## config.mk

```make
export PLATFORM = sky130hd
export DESIGN_NAME = axi_burst_master_flat
export DESIGN_NICKNAME = d
export VERILOG_FILES = /design/src/rtl/axi_burst_master_if.sv /design/src/rtl/axi_burst_master.sv /design/src/flat_wrapper.sv
export SDC_FILE = /design/constraint.sdc
export NUM_CORES = 1
export LEC_CHECK = 0
export BUFFER_PORTS_ARGS = -buffer_cell sky130_fd_sc_hd__buf_2
export CORE_AREA = 5 5 177 179
export CTS_CLUSTER_DIAMETER = 150
export CTS_CLUSTER_SIZE = 12
export DETAILED_ROUTE_END_ITERATION = 16
export DIE_AREA = 0 0 182 184
export SYNTH_ARGS = -nofsm -noshare
export SYNTH_HDL_FRONTEND = slang
export SYNTH_SLANG_ARGS = --single-unit
```

## constraint.sdc

```tcl
create_clock -name aclk -period 4.7 [get_ports aclk]
set_clock_uncertainty 0.2 [all_clocks]
set_input_delay 1.41 -clock aclk [delete_from_list [all_inputs] [get_ports aclk]]
set_output_delay 1.41 -clock aclk [all_outputs]
set_load 0.1 [all_outputs]
```

## src/rtl/axi_burst_master_if.sv

```systemverilog
// AXI4 channel bundle (AR/R/AW/W/B) between axi_burst_master and its slave.
interface axi_burst_master_if;
    logic [31:0] araddr;
    logic [3:0]  arid;
    logic [7:0]  arlen;
    logic [2:0]  arsize;
    logic [1:0]  arburst;
    logic [1:0]  arlock;
    logic [3:0]  arcache;
    logic [2:0]  arprot;
    logic        arvalid;
    logic        arready;

    logic [3:0]  rid;
    logic [63:0] rdata;
    logic [1:0]  rresp;
    logic        rlast;
    logic        rvalid;
    logic        rready;

    logic [31:0] awaddr;
    logic [3:0]  awid;
    logic [7:0]  awlen;
    logic [2:0]  awsize;
    logic [1:0]  awburst;
    logic [1:0]  awlock;
    logic [3:0]  awcache;
    logic [2:0]  awprot;
    logic        awvalid;
    logic        awready;

    logic [3:0]  wid;
    logic [63:0] wdata;
    logic [7:0]  wstrb;
    logic        wlast;
    logic        wvalid;
    logic        wready;

    logic [3:0]  bid;
    logic [1:0]  bresp;
    logic        bvalid;
    logic        bready;

    modport master (
        output araddr, arid, arlen, arsize, arburst, arlock, arcache, arprot, arvalid,
        input  arready,
        input  rid, rdata, rresp, rlast, rvalid,
        output rready,
        output awaddr, awid, awlen, awsize, awburst, awlock, awcache, awprot, awvalid,
        input  awready,
        output wid, wdata, wstrb, wlast, wvalid,
        input  wready,
        input  bid, bresp, bvalid,
        output bready
    );

    modport slave (
        input  araddr, arid, arlen, arsize, arburst, arlock, arcache, arprot, arvalid,
        output arready,
        output rid, rdata, rresp, rlast, rvalid,
        input  rready,
        input  awaddr, awid, awlen, awsize, awburst, awlock, awcache, awprot, awvalid,
        output awready,
        input  wid, wdata, wstrb, wlast, wvalid,
        output wready,
        output bid, bresp, bvalid,
        input  bready
    );
endinterface

```

## src/rtl/axi_burst_master.sv

```systemverilog
// Single-outstanding AXI4 INCR burst master: turns one client request into one
// AR/R or AW/W/B exchange, streaming read beats out and write beats in.
module axi_burst_master (
    input  logic               aclk,
    input  logic               areset,
    input  logic               req_valid,
    output logic               req_ready,
    input  logic               req_wen,
    input  logic [31:0]        req_addr,
    input  logic [7:0]         req_len,
    input  logic [2:0]         req_size,
    input  logic [63:0]        wbeat_data,
    input  logic [7:0]         wbeat_strb,
    input  logic               wbeat_valid,
    output logic               wbeat_ready,
    output logic [63:0]        rbeat_data,
    output logic               rbeat_valid,
    output logic               rbeat_last,
    output logic               resp_done,
    output logic               resp_err,
    axi_burst_master_if.master axi
);

    localparam logic [3:0] RD_ID = 4'h0;
    localparam logic [3:0] WR_ID = 4'h1;

    typedef enum logic [2:0] {
        ST_IDLE  = 3'd0,
        ST_RADDR = 3'd1,
        ST_RDATA = 3'd2,
        ST_WRITE = 3'd3,
        ST_WRESP = 3'd4
    } state_e;

    state_e      state_q, state_d;
    logic [31:0] addr_q, addr_d;
    logic [7:0]  len_q, len_d;
    logic [2:0]  size_q, size_d;
    logic [7:0]  cnt_q, cnt_d;
    logic        err_q, err_d;
    logic        aw_done_q, aw_done_d;
    logic        w_done_q, w_done_d;
    logic [63:0] rbeat_data_q, rbeat_data_d;
    logic        rbeat_valid_q, rbeat_valid_d;
    logic        rbeat_last_q, rbeat_last_d;
    logic        resp_done_q, resp_done_d;
    logic        resp_err_q, resp_err_d;

    logic        in_write_s;
    logic        w_open_s;
    logic        r_hs_s;
    logic        aw_hs_s;
    logic        w_hs_s;
    logic        b_hs_s;
    logic        w_last_s;
    logic        r_len_err_s;
    logic        r_err_s;
    logic        unused_ids_s;

    assign in_write_s = (state_q == ST_WRITE);
    assign w_open_s   = in_write_s & ~w_done_q;
    assign w_last_s   = (cnt_q == len_q);

    assign r_hs_s  = (state_q == ST_RDATA) & axi.rvalid;
    assign aw_hs_s = in_write_s & ~aw_done_q & axi.awready;
    assign w_hs_s  = w_open_s & wbeat_valid & axi.wready;
    assign b_hs_s  = (state_q == ST_WRESP) & axi.bvalid;

    // A beat with rlast must land on beat len; a beat at len without rlast overruns.
    assign r_len_err_s = axi.rlast ? (cnt_q != len_q) : (cnt_q == len_q);
    assign r_err_s     = err_q | (axi.rresp != 2'b00) | r_len_err_s;

    assign unused_ids_s = ^{axi.rid, axi.bid};

    assign req_ready   = (state_q == ST_IDLE);
    assign wbeat_ready = w_open_s & axi.wready;
    assign rbeat_data  = rbeat_data_q;
    assign rbeat_valid = rbeat_valid_q;
    assign rbeat_last  = rbeat_last_q;
    assign resp_done   = resp_done_q;
    assign resp_err    = resp_err_q;

    assign axi.araddr  = addr_q;
    assign axi.arid    = RD_ID;
    assign axi.arlen   = len_q;
    assign axi.arsize  = size_q;
    assign axi.arburst = 2'b01;
    assign axi.arlock  = 2'b00;
    assign axi.arcache = 4'b0000;
    assign axi.arprot  = 3'b000;
    assign axi.arvalid = (state_q == ST_RADDR);
    assign axi.rready  = (state_q == ST_RDATA);

    assign axi.awaddr  = addr_q;
    assign axi.awid    = WR_ID;
    assign axi.awlen   = len_q;
    assign axi.awsize  = size_q;
    assign axi.awburst = 2'b01;
    assign axi.awlock  = 2'b00;
    assign axi.awcache = 4'b0000;
    assign axi.awprot  = 3'b000;
    assign axi.awvalid = in_write_s & ~aw_done_q;

    assign axi.wid     = WR_ID;
    assign axi.wdata   = wbeat_data;
    assign axi.wstrb   = wbeat_strb;
    assign axi.wlast   = w_last_s;
    assign axi.wvalid  = w_open_s & wbeat_valid;
    assign axi.bready  = (state_q == ST_WRESP);

    // Next-state, latched request fields and the registered client-side pulses.
    always_comb begin
        state_d       = state_q;
        addr_d        = addr_q;
        len_d         = len_q;
        size_d        = size_q;
        cnt_d         = cnt_q;
        err_d         = err_q;
        aw_done_d     = aw_done_q;
        w_done_d      = w_done_q;
        rbeat_data_d  = rbeat_data_q;
        rbeat_valid_d = 1'b0;
        rbeat_last_d  = 1'b0;
        resp_done_d   = 1'b0;
        resp_err_d    = 1'b0;

        case (state_q)
            ST_IDLE: begin
                if (req_valid) begin
                    addr_d    = req_addr;
                    len_d     = req_len;
                    size_d    = req_size;
                    cnt_d     = 8'd0;
                    err_d     = 1'b0;
                    aw_done_d = 1'b0;
                    w_done_d  = 1'b0;
                    state_d   = req_wen ? ST_WRITE : ST_RADDR;
                end else begin
                    state_d = ST_IDLE;
                end
            end
            ST_RADDR: begin
                if (axi.arready) begin
                    state_d = ST_RDATA;
                end else begin
                    state_d = ST_RADDR;
                end
            end
            ST_RDATA: begin
                if (r_hs_s) begin
                    rbeat_data_d  = axi.rdata;
                    rbeat_valid_d = 1'b1;
                    cnt_d         = cnt_q + 8'd1;
                    err_d         = r_err_s;
                    if (axi.rlast) begin
                        rbeat_last_d = 1'b1;
                        resp_done_d  = 1'b1;
                        resp_err_d   = r_err_s;
                        state_d      = ST_IDLE;
                    end else begin
                        state_d = ST_RDATA;
                    end
                end else begin
                    state_d = ST_RDATA;
                end
            end
            ST_WRITE: begin
                if (aw_hs_s) begin
                    aw_done_d = 1'b1;
                end else begin
                    aw_done_d = aw_done_q;
                end
                if (w_hs_s) begin
                    cnt_d    = cnt_q + 8'd1;
                    w_done_d = w_last_s;
                end else begin
                    w_done_d = w_done_q;
                end
                // Both flags may complete on the same edge; look at the next values.
                if (aw_done_d && w_done_d) begin
                    state_d = ST_WRESP;
                end else begin
                    state_d = ST_WRITE;
                end
            end
            ST_WRESP: begin
                if (b_hs_s) begin
                    err_d       = err_q | (axi.bresp != 2'b00);
                    resp_done_d = 1'b1;
                    resp_err_d  = err_q | (axi.bresp != 2'b00);
                    state_d     = ST_IDLE;
                end else begin
                    state_d = ST_WRESP;
                end
            end
            default: begin
                state_d = ST_IDLE;
            end
        endcase
    end

    // State and datapath registers with synchronous reset.
    always_ff @(posedge aclk) begin
        if (areset) begin
            state_q       <= ST_IDLE;
            addr_q        <= 32'h0000_0000;
            len_q         <= 8'd0;
            size_q        <= 3'd0;
            cnt_q         <= 8'd0;
            err_q         <= 1'b0;
            aw_done_q     <= 1'b0;
            w_done_q      <= 1'b0;
            rbeat_data_q  <= 64'h0;
            rbeat_valid_q <= 1'b0;
            rbeat_last_q  <= 1'b0;
            resp_done_q   <= 1'b0;
            resp_err_q    <= 1'b0;
        end else begin
            state_q       <= state_d;
            addr_q        <= addr_d;
            len_q         <= len_d;
            size_q        <= size_d;
            cnt_q         <= cnt_d;
            err_q         <= err_d;
            aw_done_q     <= aw_done_d;
            w_done_q      <= w_done_d;
            rbeat_data_q  <= rbeat_data_d;
            rbeat_valid_q <= rbeat_valid_d;
            rbeat_last_q  <= rbeat_last_d;
            resp_done_q   <= resp_done_d;
            resp_err_q    <= resp_err_d;
        end
    end

endmodule

```

## src/flat_wrapper.sv

```systemverilog
// flat-port wrapper written by rule: the top's interface ports become plain ports
module axi_burst_master_flat 
  (aclk, areset, req_valid, req_ready, req_wen, req_addr, req_len, req_size, wbeat_data, wbeat_strb, wbeat_valid, wbeat_ready, rbeat_data, rbeat_valid, rbeat_last, resp_done, resp_err, axi_araddr, axi_arid, axi_arlen, axi_arsize, axi_arburst, axi_arlock, axi_arcache, axi_arprot, axi_arvalid, axi_arready, axi_rid, axi_rdata, axi_rresp, axi_rlast, axi_rvalid, axi_rready, axi_awaddr, axi_awid, axi_awlen, axi_awsize, axi_awburst, axi_awlock, axi_awcache, axi_awprot, axi_awvalid, axi_awready, axi_wid, axi_wdata, axi_wstrb, axi_wlast, axi_wvalid, axi_wready, axi_bid, axi_bresp, axi_bvalid, axi_bready);
  axi_burst_master_if axi_i ();
  input  logic aclk;
  input  logic areset;
  input  logic req_valid;
  output logic req_ready;
  input  logic req_wen;
  input  logic [31:0] req_addr;
  input  logic [7:0] req_len;
  input  logic [2:0] req_size;
  input  logic [63:0] wbeat_data;
  input  logic [7:0] wbeat_strb;
  input  logic wbeat_valid;
  output logic wbeat_ready;
  output logic [63:0] rbeat_data;
  output logic rbeat_valid;
  output logic rbeat_last;
  output logic resp_done;
  output logic resp_err;
  output wire logic [$bits(axi_i.araddr)-1:0] axi_araddr;
  output wire logic [$bits(axi_i.arid)-1:0] axi_arid;
  output wire logic [$bits(axi_i.arlen)-1:0] axi_arlen;
  output wire logic [$bits(axi_i.arsize)-1:0] axi_arsize;
  output wire logic [$bits(axi_i.arburst)-1:0] axi_arburst;
  output wire logic [$bits(axi_i.arlock)-1:0] axi_arlock;
  output wire logic [$bits(axi_i.arcache)-1:0] axi_arcache;
  output wire logic [$bits(axi_i.arprot)-1:0] axi_arprot;
  output wire logic [$bits(axi_i.arvalid)-1:0] axi_arvalid;
  input wire logic [$bits(axi_i.arready)-1:0] axi_arready;
  input wire logic [$bits(axi_i.rid)-1:0] axi_rid;
  input wire logic [$bits(axi_i.rdata)-1:0] axi_rdata;
  input wire logic [$bits(axi_i.rresp)-1:0] axi_rresp;
  input wire logic [$bits(axi_i.rlast)-1:0] axi_rlast;
  input wire logic [$bits(axi_i.rvalid)-1:0] axi_rvalid;
  output wire logic [$bits(axi_i.rready)-1:0] axi_rready;
  output wire logic [$bits(axi_i.awaddr)-1:0] axi_awaddr;
  output wire logic [$bits(axi_i.awid)-1:0] axi_awid;
  output wire logic [$bits(axi_i.awlen)-1:0] axi_awlen;
  output wire logic [$bits(axi_i.awsize)-1:0] axi_awsize;
  output wire logic [$bits(axi_i.awburst)-1:0] axi_awburst;
  output wire logic [$bits(axi_i.awlock)-1:0] axi_awlock;
  output wire logic [$bits(axi_i.awcache)-1:0] axi_awcache;
  output wire logic [$bits(axi_i.awprot)-1:0] axi_awprot;
  output wire logic [$bits(axi_i.awvalid)-1:0] axi_awvalid;
  input wire logic [$bits(axi_i.awready)-1:0] axi_awready;
  output wire logic [$bits(axi_i.wid)-1:0] axi_wid;
  output wire logic [$bits(axi_i.wdata)-1:0] axi_wdata;
  output wire logic [$bits(axi_i.wstrb)-1:0] axi_wstrb;
  output wire logic [$bits(axi_i.wlast)-1:0] axi_wlast;
  output wire logic [$bits(axi_i.wvalid)-1:0] axi_wvalid;
  input wire logic [$bits(axi_i.wready)-1:0] axi_wready;
  input wire logic [$bits(axi_i.bid)-1:0] axi_bid;
  input wire logic [$bits(axi_i.bresp)-1:0] axi_bresp;
  input wire logic [$bits(axi_i.bvalid)-1:0] axi_bvalid;
  output wire logic [$bits(axi_i.bready)-1:0] axi_bready;
  assign axi_araddr = axi_i.araddr;
  assign axi_arid = axi_i.arid;
  assign axi_arlen = axi_i.arlen;
  assign axi_arsize = axi_i.arsize;
  assign axi_arburst = axi_i.arburst;
  assign axi_arlock = axi_i.arlock;
  assign axi_arcache = axi_i.arcache;
  assign axi_arprot = axi_i.arprot;
  assign axi_arvalid = axi_i.arvalid;
  assign axi_i.arready = axi_arready;
  assign axi_i.rid = axi_rid;
  assign axi_i.rdata = axi_rdata;
  assign axi_i.rresp = axi_rresp;
  assign axi_i.rlast = axi_rlast;
  assign axi_i.rvalid = axi_rvalid;
  assign axi_rready = axi_i.rready;
  assign axi_awaddr = axi_i.awaddr;
  assign axi_awid = axi_i.awid;
  assign axi_awlen = axi_i.awlen;
  assign axi_awsize = axi_i.awsize;
  assign axi_awburst = axi_i.awburst;
  assign axi_awlock = axi_i.awlock;
  assign axi_awcache = axi_i.awcache;
  assign axi_awprot = axi_i.awprot;
  assign axi_awvalid = axi_i.awvalid;
  assign axi_i.awready = axi_awready;
  assign axi_wid = axi_i.wid;
  assign axi_wdata = axi_i.wdata;
  assign axi_wstrb = axi_i.wstrb;
  assign axi_wlast = axi_i.wlast;
  assign axi_wvalid = axi_i.wvalid;
  assign axi_i.wready = axi_wready;
  assign axi_i.bid = axi_bid;
  assign axi_i.bresp = axi_bresp;
  assign axi_i.bvalid = axi_bvalid;
  assign axi_bready = axi_i.bready;
  axi_burst_master u_core (.aclk(aclk), .areset(areset), .req_valid(req_valid), .req_ready(req_ready), .req_wen(req_wen), .req_addr(req_addr), .req_len(req_len), .req_size(req_size), .wbeat_data(wbeat_data), .wbeat_strb(wbeat_strb), .wbeat_valid(wbeat_valid), .wbeat_ready(wbeat_ready), .rbeat_data(rbeat_data), .rbeat_valid(rbeat_valid), .rbeat_last(rbeat_last), .resp_done(resp_done), .resp_err(resp_err), .axi(axi_i));
endmodule
```

# == After elaboration in Yosys (flattened, before gate mapping) ==
# Cells that the tools add are included.
# classes
bitwise,14
reduce_logical,13
n_mux,32
n_addsub,1
n_eq_ne,10
# ops
operator,count
2-to-1 mux 8 bit,3
one-hot mux 8 bit (3 select lines),1
2-to-1 mux 1 bit,15
one-hot mux 3 bit (5 select lines),1
2-to-1 mux 3 bit,3
"adder 8 x 1 -> 8 bit, second input constant",1
bitwise AND 1 bit,8
equality test 8 bit,1
2-to-1 mux 2 bit,4
inequality test 8 bit,1
one-hot mux 1 bit (2 select lines),4
AND reduction 4 bit,2
"equality test 3 x 2 -> 1 bit, second input constant",2
AND reduction 2 bit,3
nonzero test 2 bit,3
nonzero test 3 bit,2
"inequality test 2 x 1 -> 1 bit, second input constant",2
"inequality test 2 bit, second input constant",2
"equality test 3 x 1 -> 1 bit, second input constant",1
"equality test 3 bit, second input constant",1
zero test 3 bit,1
NOT 1 bit,3
bitwise OR 1 bit,3
one-hot mux 1 bit (3 select lines),1
other kinds (2),2
# totals
out_inout_bits,268
wordCells,83
ff_bits,125
input_bits,202

# == Longest topological paths before layout ==
# Gate-level depths: netlist of run 1.
# logic_depth
depth_word,9
mapped_depth,7
depth_no_buf,5

# == Worst setup path before layout of run 1 ==
# No wires, ideal clock.
# synth_path
path_type,input to output
startpoint,in wbeat_valid
endpoint,out axi_wvalid
cell_stages,1
t_required_ns,3.090
path_buffers,0
arrival_time_ns,3.592
path_slack_ns,-0.502
cell_sequence,nor3b_1
# synth_via
elab_chain_len,1
# synth_lines
element,line_no,text
from (decl),flat_wrapper.sv:15,input logic wbeat_valid;
bitwise AND 1 bit,axi_burst_master.sv:108,assign axi.wvalid = w_open_s & wbeat_valid;
to (decl),flat_wrapper.sv:52,output wire logic [$bits(axi_i.wvalid)-1:0] axi_wvalid;
# Every way passes these cells.

# == Worst setup path in the final report of run 1 ==
# layout_path
startpoint,reg u_core.state_q[0]
endpoint,out axi_wvalid
# layout_via
elab_chain_len,3
# layout_lines
element,line_no,text
from (decl),axi_burst_master.sv:35,"state_e state_q, state_d;"
from (signal assigned),axi_burst_master.sv:219,state_q <= state_d;
equality test 3 x 2 -> 1 bit,axi_burst_master.sv:60,assign in_write_s = (state_q == ST_WRITE);
bitwise AND 1 bit,axi_burst_master.sv:61,assign w_open_s = in_write_s & ~w_done_q;
bitwise AND 1 bit,axi_burst_master.sv:108,
# Every way passes these cells.

==> results of run 1 <==
-- worst max-delay path: stages, from the launching register on --
cell	delay, ns
dfxtp_1	0.70
nand3b_1	0.40
nor3b_2	0.26
buf_2	0.45
-- area by class of cell --
cell class / count / share of cell area, %
timing repair buffer: 289 / 20.34
inverter: 1 / 0.05172
sequential: 125 / 34.48
tap: 390 / 6.723
multi-input combinational: 453 / 29.68
clock buffer: 17 / 5.861
clock inverter: 15 / 2.862
-- through the flow --
stage / util, % / hold slack, ns / setup slack, ns / power (W) / cell area [µm²]
6_report: 24.69 / 0.2503 / 0.8723 / 0.004032 / 7258
5_1_grt: 24.69 / 0.2707 / 0.6963 / 0.004206 / 7258
4_1_cts: 24.69 / 0.2517 / 0.8350 / 0.004108 / 7258
3_5_place_dp: 22.53 / 0.2431 / 0.9788 / 0.002626 / 6625
3_3_place_gp: 22.53 / 0.2390 / 0.9962 / 0.002621 / 6625
2_1_floorplan: - / 0.2841 / 0.3561 / 0.002732 / 5957
-- report_power, final --
group / internal (W) / switching (W) / total, W
Sequential: 0.00113 / 0.0000647 / 0.00120
Combinational: 0.000197 / 0.00119 / 0.00139
Clock: 0.000898 / 0.000546 / 0.00144
-- Yosys cell counts (2+ instances only) --
cell,count,area share [%]
nand2_1,221,14
buf_4,150,19
dfxtp_1,125,43
a21oi_1,112,9.6
clkbuf_1,19,1.2
nor2_1,19,1.2
buf_2,18,1.5
xnor2_1,12,1.8
nand2b_1,4,0.43
nand4_1,4,0.43
and2_1,3,0.32
mux2i_1,3,0.52
nor3_1,3,0.26
xor2_1,3,0.45
a22oi_1,2,0.26
buf_6,2,0.39
conb_1,2,0.13
nand3_1,2,0.17
nand3b_1,2,0.26
nor2b_1,2,0.21
nor3b_1,2,0.26
o21ai_0,2,0.17
o41ai_1,2,0.30
or3_1,2,0.21
-- logic make-up (layout without fill, tap and decap cells) --
group | after synthesis | after routing | share of synthesized area, %
other | 2 | 34 | 0.1289
flip-flops | 125 | 125 | 42.95
multiplexers | 3 | 3 | 0.5154
buffers and inverters | 190 | 322 | 22.55
AND/OR/NAND/NOR | 271 | 271 | 19.20
AO/OA/AOI/OAI | 129 | 129 | 12.20
XOR/XNOR | 15 | 15 | 2.255
adder cells (fa/ha/maj) | 1 | 1 | 0.2147
-- routing by layer --
metal | GRT usage, % | up-vias | wire (µm)
met5 | 0 | - | 13
met4 | 6.424 | 2 | 884
met3 | 4.947 | 45 | 2212
met2 | 20.06 | 309 | 9880
met1 | 12.06 | 2287 | 7503
li1 | - | 2495 | -
-- final timing paths --
kind / start / cells after the start / end
worst max-delay path: u_core.state_q[0]$_SDFF_PP0_ / 3 / axi_wvalid
worst min-delay path: u_core.rbeat_data[61]$_SDFFE_PP0P_ / 2 / u_core.rbeat_data[61]$_SDFFE_PP0P_
worst max register to register: u_core.state_q[2]$_SDFF_PP0_ / 6 / u_core.rbeat_data[47]$_SDFFE_PP0P_
worst min register to register: u_core.rbeat_data[61]$_SDFFE_PP0P_ / 2 / u_core.rbeat_data[61]$_SDFFE_PP0P_
-- state kept, by name, indices dropped and copies added, names as in the netlist --
name,cells
u_core.rbeat_data,64
u_core.axi.araddr,32
u_core.axi.arlen,8
u_core.cnt_q,8
u_core.axi.arsize,3
u_core.state_q,3
u_core.aw_done_q,1
u_core.err_q,1
u_core.rbeat_last,1
u_core.rbeat_valid,1
u_core.resp_done,1
u_core.resp_err,1
u_core.w_done_q,1
==> metrics.md, run 1 <==
| Metric | Value |
|---|---|
| Placed insts | `between 1,000 and 1,500` |
| Most frequent cells in the layout | `buf_2, nand2_1, dfxtp_1, a21oi_1, conb_1` |
| Worst Path Required | `3.09 ns` |
| Hold WC Path Type | `flop to flop` |
| Postcts setup bufs | `0` |
| Via count | `5,138` |
| Post-synth cell types | `44` |
| Yosys reg bits | `125` |
| Initial core utilization | `19.82%` |
| Fillers | `3,281` |
| Clk_lat worst skew | `0.42 ns` |
| R2R Setup Slk | `2.06 ns` |
| Sequential share of the synthesized area | `roughly 43%` |
| Largest net degree at the start of global routing | `82` |
| Pwr Density | `555.5 mW/mm²` |
| Post-Syn Area | `0.005827 mm²` |
| Fin. Hold Viols | `0` |
| Final Setup Violations | `0` |
| Final min period | `between 3 and 4 ns` |
| Crit path kind | `flop to primary output` |
| I/O Buffers | `283` |
| Slew Limit Fails | `0` |
| Site Rows | `63` |
| Die Span X | `182 µm` |
| Routed vias/inst | `3.983` |
| ANT cells | `0` |
| CTS tree | `done` |
| Area growth, synth to finish | `24.57%` |
| H-tree Lvls | `4` |
| Cell count after synthesis | `approximately 740` |
| CTS Sinks | `125` |
| Global-route wire length before repair | `29,290 µm` |
| Gpl congestion | `0.8050` |
| Die Ht | `184 µm` |
| CTS buffer count | `17` |
| Post-synth ARST share | `0%` |
| Hold_buf cts | `0` |
| Most common cell after layout, fill and taps aside | `buf_2` |
| Clk buf depth | `2` |
| # IOs | `470` |
| Period Utilization, post-route | `81.44%` |
| Synth warn | `0` |
| Layout cell share with drive strength beyond 1 | `37.00%` |
| Status | `finished clean` |
| Layout Nets | `roughly 1,100` |
| DR WL/cell | `around 16 µm` |
| Setup crit end kind | `primary output` |
| Multi-input logic area | `0.002155 mm²` |
| Leak | `approximately 3.3 nW` |
| DRC Markers | `0` |
| Max VDD drop | `0.1839 mV` |
| Max-slew headroom | `38.79%` |
| Wirelength, routed | `20,490 µm` |
| Worst-margin pin slew | `0.9182 ns` |
| Gr usage total | `11.67%` |
| Top_reg_cell synth | `dfxtp_1` |
| CTS root buffer | `clkbuf_16` |
| Die Area | `0.03349 mm²` |
| Worst EP arrival | `2.22 ns` |
| Final HPWL DP | `15,580 µm` |
| Final non-filler cell total | `1,290` |
| Number of synthesized flops with an enable pin | `0` |
| Initial antenna violation count | `3` |
| Max frequency | `around 0.26 GHz` |
| Avg Inst Size Synth | `7.917 µm²` |
| Critical Path Start Type | `flop` |
| Initial DRT Pass Iterations | `4` |
| Total Neg Setup Slack | `0 ns` |
| Post-DRT Antenna Nets | `0` |
| RSZ-0062 raised after global routing | `false` |
| Clock slew at reported path FFs | `0.06 ns` |
| Max-cap violations | `0` |
| Gr ovfl total | `0` |
| Register area | `0.002502 mm²` |
| Core area | `0.02940 mm²` |
| Crit Path Max Fanout | `17` |
| Cts repair resizes | `0` |
| First DRT Iteration DRCs | `approximately 150` |
| Vias in the first global route | `4,891` |
Power figures use the tool's default switching activity.
==> inputs of run 2 (changes only) <==
- clock period: 4.7 -> 3.5 ns (I/O delays scaled with it)
==> run 2 against run 1 <==
Against the previous run:
- core utilization increased by 0.29 points
- combinational power up 36%
- register-to-register slack worse by 0.74 ns
- clock power up 36%
- die area unchanged
- count of clock-buffer cells in the layout rose by 7
- final area grew 1.2%
- first-iteration DRC count is 4.1% lower
- total power is 35% higher
- critical path depth increased by 1
- critical endpoint is now axi_wlast
- largest power group unchanged
==> metrics.md, run 2 (same netlist as run 1, synthesis figures left out) <==
| Metric | Value |
|---|---|
| Final HPWL DP | `between 15,000 and 20,000 µm` |
| Routed vias/inst | `3.966` |
| Final Setup Violations | `0` |
| Via count | `between 5,000 and 6,000` |
| Postcts setup bufs | `0` |
| Worst-margin pin slew | `0.7051 ns` |
| Max-cap violations | `0` |
| Wirelength, routed | `19,360 µm` |
| Site Rows | `63` |
| Post-DRT Antenna Nets | `0` |
| CTS buffer count | `17` |
| Number of flip-flops in the largest register | `64` |
| Largest net degree at the start of global routing | `65` |
| Worst R2R Path Depth | `6` |
| Die Span X | `182 µm` |
| Area growth, synth to finish | `26.03%` |
| Final instance area | `0.007343 mm²` |
| I/O Buffers | `283` |
| Die Area | `0.03349 mm²` |
| Crit Path Max Fanout | `6` |
| Fin. Hold Viols | `0` |
| Final min period | `3.212 ns` |
| Leak | `3.356 nW` |
| H-tree Lvls | `4` |
| Layout Nets | `1,096` |
| Gr ovfl total | `0` |
| Global-route wire length before repair | `27,700 µm` |
| Gpl congestion | `a little over 0.8` |
| Hold_buf cts | `0` |
| Critical Path Start Type | `flop` |
| CTS tree | `done` |
| RSZ-0062 raised after global routing | `false` |
| Worst Path Required | `2.25 ns` |
| Status | `finished clean` |
| Clk_lat worst skew | `about 0.41 ns` |
| CTS Sinks | `125` |
| Hold path depth | `2` |
| Vias in the first global route | `4,753` |
| Most frequent cells in the layout | `buf_2, nand2_1, dfxtp_1, a21oi_1, conb_1` |
| Gr usage total | `10.85%` |
| Period Utilization, post-route | `91.78%` |
| Total Neg Setup Slack | `0 ns` |
| Max frequency | `0.3113 GHz` |
| Hold WC Path Type | `flop to flop` |
| Clock slew at reported path FFs | `~0.06 ns` |
| Initial antenna violation count | `4` |
| DRC Markers | `0` |
| Fillers | `3,255` |
| Slew Limit Fails | `0` |
| Die Ht | `184 µm` |
| Layout cell share with drive strength beyond 1 | `37.17%` |
| Clk buf depth | `2` |
| Max-slew headroom | `52.88%` |
| Setup crit end kind | `primary output` |
| # IOs | `470` |
| Core area | `0.02940 mm²` |
| ANT cells | `0` |
| Pwr Density | `742.0 mW/mm²` |
| DR WL/cell | `~15 µm` |
| Worst EP arrival | `~2.0 ns` |
| Max VDD drop | `0.2445 mV` |
| Initial core utilization | `19.82%` |
| CTS root buffer | `clkbuf_16` |
| Initial DRT Pass Iterations | `6` |
| Most common cell after layout, fill and taps aside | `buf_2` |
| Crit path kind | `flop to primary output` |
| Placed cell area | `about 0.0067 mm²` |
| First DRT Iteration DRCs | `roughly 140` |
| Cts repair resizes | `0` |
==> run 2: cell types whose count changed in the layout (fill, tap and decap cells not counted), sizes merged <==
| cell | delta |
|---|---|
| bufinv | +1 |
| inv | -6 |
| clkbuf | +7 |
| clkinv | -4 |
| buf | +6 |
==> run 2: path summary, 6_finish.rpt <==
kind	slack (ns)	startpoint	to
max	0.29	u_core.axi.arlen[2]$_SDFFE_PP0P_	axi_wlast
min	0.25	u_core.rbeat_data[19]$_SDFFE_PP0P_	u_core.rbeat_data[19]$_SDFFE_PP0P_
max reg2reg	1.32	u_core.state_q[2]$_SDFF_PP0_	u_core.resp_err$_SDFF_PP0_
min reg2reg	0.25	u_core.rbeat_data[19]$_SDFFE_PP0P_	u_core.rbeat_data[19]$_SDFFE_PP0P_
==> run 2: layout make-up <==
type	count	area (µm²)	area share [%]
Clock buffer	24	481.7	6.560
Tap cell	390	488.0	6.645
Sequential cell	125	2504	34.09
Timing Repair Buffer	295	1546	21.06
Inverter	1	3.754	0.05112
Clock inverter	6	157.7	2.147
Multi-Input combinational cell	453	2162	29.44
==> run 2: per-stage QoR <==
stage,util (%),hold slack (ns),total power [W],instances,setup WS [ns]
floorplan,-,0.2841,0.003672,768,0.006798
global placement,22.80,0.2391,0.003530,1264,0.5161
detailed placement,22.80,0.2430,0.003536,1264,0.5141
CTS,24.97,0.2509,0.005534,1294,0.08661
global route,24.98,0.2616,0.005672,1294,0.1697
finish,24.98,0.2483,0.005449,1294,0.2876
==> run 2: layer usage <==
metal	vias to the layer above	routed length [µm]	global-route usage [%]	part of all wire [%]
met2	292	9116	18.25	47
met4	8	509	4.833	2.6
met1	2283	7435	11.73	38
met5	-	59	0.1429	0.30
met3	38	2238	5.026	12
li1	2511	-	-	-
==> run 2: worst max-delay path, stage by stage (launching register included) <==
cell and delay [ns]:
dfxtp_1 0.44, xnor2_1 0.15, nand4_1 0.12, nor2_2 0.34
buf_2 0.50
==> run 2: where the power goes <==
group / internal [W] / switching (W)
registers: 0.00152 / 0.0000781
logic: 0.000279 / 0.00161
clock network: 0.00132 / 0.000643
==> inputs of run 3 (changes only) <==
- ABC_AREA: unset -> 1
- CORE_AREA: 5 5 177 179 -> 5 5 179 181
- DIE_AREA: 0 0 182 184 -> 0 0 184 186
==> run 3 against run 2 <==
Against the previous run:
- cell count increased by 4.2%
- final area decreased by 0.19%
- hold slack improved by 0.024 ns
- register-to-register slack got worse by 0.11 ns
- wire length decreased by 1.4%
- global-route usage decreased by 0.28 points
- critical path type unchanged
- largest cell class unchanged
- highest routed layer unchanged
==> metrics.md, run 3 <==
| Metric | Value |
|---|---|
| Synth top cells by count | `buf_4, nor2_1, dfxtp_1` |
| Setup crit end kind | `primary output` |
| CTS buffer count | `17` |
| Crit Path Max Fanout | `4` |
| Placed insts | `1,318` |
| Global-route wire length before repair | `about 28,000 µm` |
| Post-synth ARST share | `0%` |
| Avg Inst Size Synth | `7.536 µm²` |
| Cell count after synthesis | `785` |
| CTS Sinks | `125` |
| Area share of the largest cell type after synthesis | `42.30%` |
| Most common cell in the netlist | `buf_4` |
| Max frequency | `between 0.3 and 0.4 GHz` |
| CTS root buffer | `clkbuf_16` |
| Area growth, synth to finish | `23.90%` |
| Layout Nets | `1,144` |
| Max-cap violations | `0` |
| RSZ-0062 raised after global routing | `false` |
| Final min period | `3.100 ns` |
| I/O Buffers | `about 280` |
| Multi-input logic area | `0.002117 mm²` |
| Register area | `roughly 0.0025 mm²` |
| Critical Path Start Type | `flop` |
| H-tree Lvls | `4` |
| Crit path kind | `flop to primary output` |
| Final non-filler cell total | `1,348` |
| Wirelength, routed | `19,080 µm` |
| CTS tree | `done` |
| Synth area leader | `dfxtp_1` |
| # IOs | `470` |
| Synth warn | `0` |
| Vias in the first global route | `4,959` |
| Core area | `0.03027 mm²` |
| Fin. Hold Viols | `0` |
| Gpl congestion | `0.7841` |
| Most common cell after layout, fill and taps aside | `buf_2` |
| Max VDD drop | `0.3245 mV` |
| Number of flip-flops in the largest register | `64` |
| Hold_buf cts | `0` |
| Worst EP arrival | `1.85 ns` |
| Leak | `between 3 and 4 nW` |
| Worst R2R Path Depth | `10` |
| Final HPWL DP | `roughly 15,000 µm` |
| Total Neg Setup Slack | `0 ns` |
| Worst Path Required | `around 2.3 ns` |
| Hold path depth | `2` |
| Cts repair resizes | `0` |
| Post-synth cell types | `34` |
| Sequential share of the synthesized area | `42.30%` |
| Routed vias/inst | `3.963` |
| Die Span X | `184 µm` |
| Layout cell share with drive strength beyond 1 | `35.40%` |
| Initial DRT Pass Iterations | `4` |
| Largest net degree at the start of global routing | `slightly above 50` |
| Initial antenna violation count | `3` |
| Worst-margin pin slew | `0.6735 ns` |
| Clk_lat worst skew | `0.41 ns` |
| Via count | `5,342` |
| Number of synthesized flops with an enable pin | `0` |
| Most frequent cells in the layout | `buf_2, nor2_1, dfxtp_1, nand2_1, o21ai_0` |
| Max-slew headroom | `54.94%` |
| Site Rows | `64` |
| Die Ht | `between 150 and 200 µm` |
| Post-Syn Area | `0.005916 mm²` |
| Die Area | `around 0.034 mm²` |
| Slew Limit Fails | `0` |
| Hold WC Path Type | `flop to flop` |
| First DRT Iteration DRCs | `187` |
| Yosys reg bits | `125` |
| Postcts setup bufs | `0` |
| Pwr Density | `a little over 700 mW/mm²` |
| Period Utilization, post-route | `88.56%` |
| ANT cells | `0` |
| Top_reg_cell synth | `dfxtp_1` |
| End-of-flow core utilization | `24.21%` |
| Gr ovfl total | `0` |
| Initial core utilization | `slightly below 20%` |
| Top cells by area, synth | `dfxtp_1, buf_4, nor2_1, o21ai_0, nand2_1` |
| DRC Markers | `0` |
| Clock slew at reported path FFs | `0.06 ns` |
| Post-DRT Antenna Nets | `0` |
| Clk buf depth | `2` |
| Status | `finished clean` |
| DR WL/cell | `14.16 µm` |
| Fillers | `3,407` |
| Final Setup Violations | `0` |
| Gr usage total | `10.58%` |
[run 3: cell count changes in the layout (fill, tap and decap cells not counted), moves of 6 or more]
cell | before | now
nand2_1 | 219 | 81
nor2_1 | 17 | 144
o21ai_0 | 2 | 63
a21oi_1 | 112 | 58
nand3_1 | 2 | 42
inv_1 | 1 | 31
xnor2_1 | 12 | 3
nor3_1 | 2 | 9
o21ai_1 | 0 | 7
inv_2 | 0 | 6
[run 3: worst paths after layout]
check / from / end / slack (ns)
worst max-delay path: u_core.axi.arlen[2]$_SDFFE_PP0P_ / axi_wlast / 0.40
worst min-delay path: u_core.axi.arsize[0]$_SDFFE_PP0P_ / u_core.axi.arsize[0]$_SDFFE_PP0P_ / 0.27
worst max register to register: u_core.state_q[1]$_SDFF_PP0_ / u_core.cnt_q[3]$_SDFFE_PP0P_ / 1.21
worst min register to register: u_core.axi.arsize[0]$_SDFFE_PP0P_ / u_core.axi.arsize[0]$_SDFFE_PP0P_ / 0.27
[run 3: per-stage QoR]
stage	hold slack, ns	cell area (µm²)	setup slack [ns]	power (W)
2_1_floorplan	0.2820	6057	-0.05242	0.003745
3_3_place_gp	0.2580	6758	0.4662	0.003599
3_5_place_dp	0.2656	6758	0.4572	0.003612
4_1_cts	0.2746	7330	0.3287	0.005409
5_1_grt	0.2968	7330	0.2361	0.005577
6_report	0.2718	7330	0.4003	0.005321
[run 3: per-layer routing]
layer  GRT usage (%)  part of all wire, %  vias up
li1                -                    -     2636
met3           4.632                   11       41
met4           5.915                  3.6        2
met5               0                 0.10        -
met1           12.04                   39     2401
met2           16.63                   46      262
[run 3: cells by family after synthesis]
group	after synthesis	share of synthesized area (%)
DFF	125	42.30
AOI/OAI and AO/OA	134	11.65
buffers and inverters	225	24.34
other	2	0.1270
xor gates and xnor gates	6	0.8885
and+or+nand+nor	292	20.47
adders and majority gates	1	0.2115
[run 3: power breakdown]
part           total [W]  leakage (nW)  internal, W  switching, W
Clock            0.00175         0.280      0.00112      0.000628
Combinational    0.00195          2.22     0.000280       0.00167
Sequential       0.00162          1.02      0.00154     0.0000780
[run 3: final cells by class]
type	instances	area share [%]
Clock buffer	22	6.197
Clock inverter	8	1.605
Inverter	37	1.895
Multi-Input combinational cell	467	28.88
Sequential cell	125	34.14
Tap cell	396	6.760
Timing Repair Buffer	293	20.52
[run 3: worst max-delay path, cell delays in order (launching register included)]
cell	delay [ns]
dfxtp_1	0.47
xnor2_1	0.16
nand2_1	0.08
nor2_1	0.09
nand2_1	0.10
inv_1	0.10
buf_2	0.43
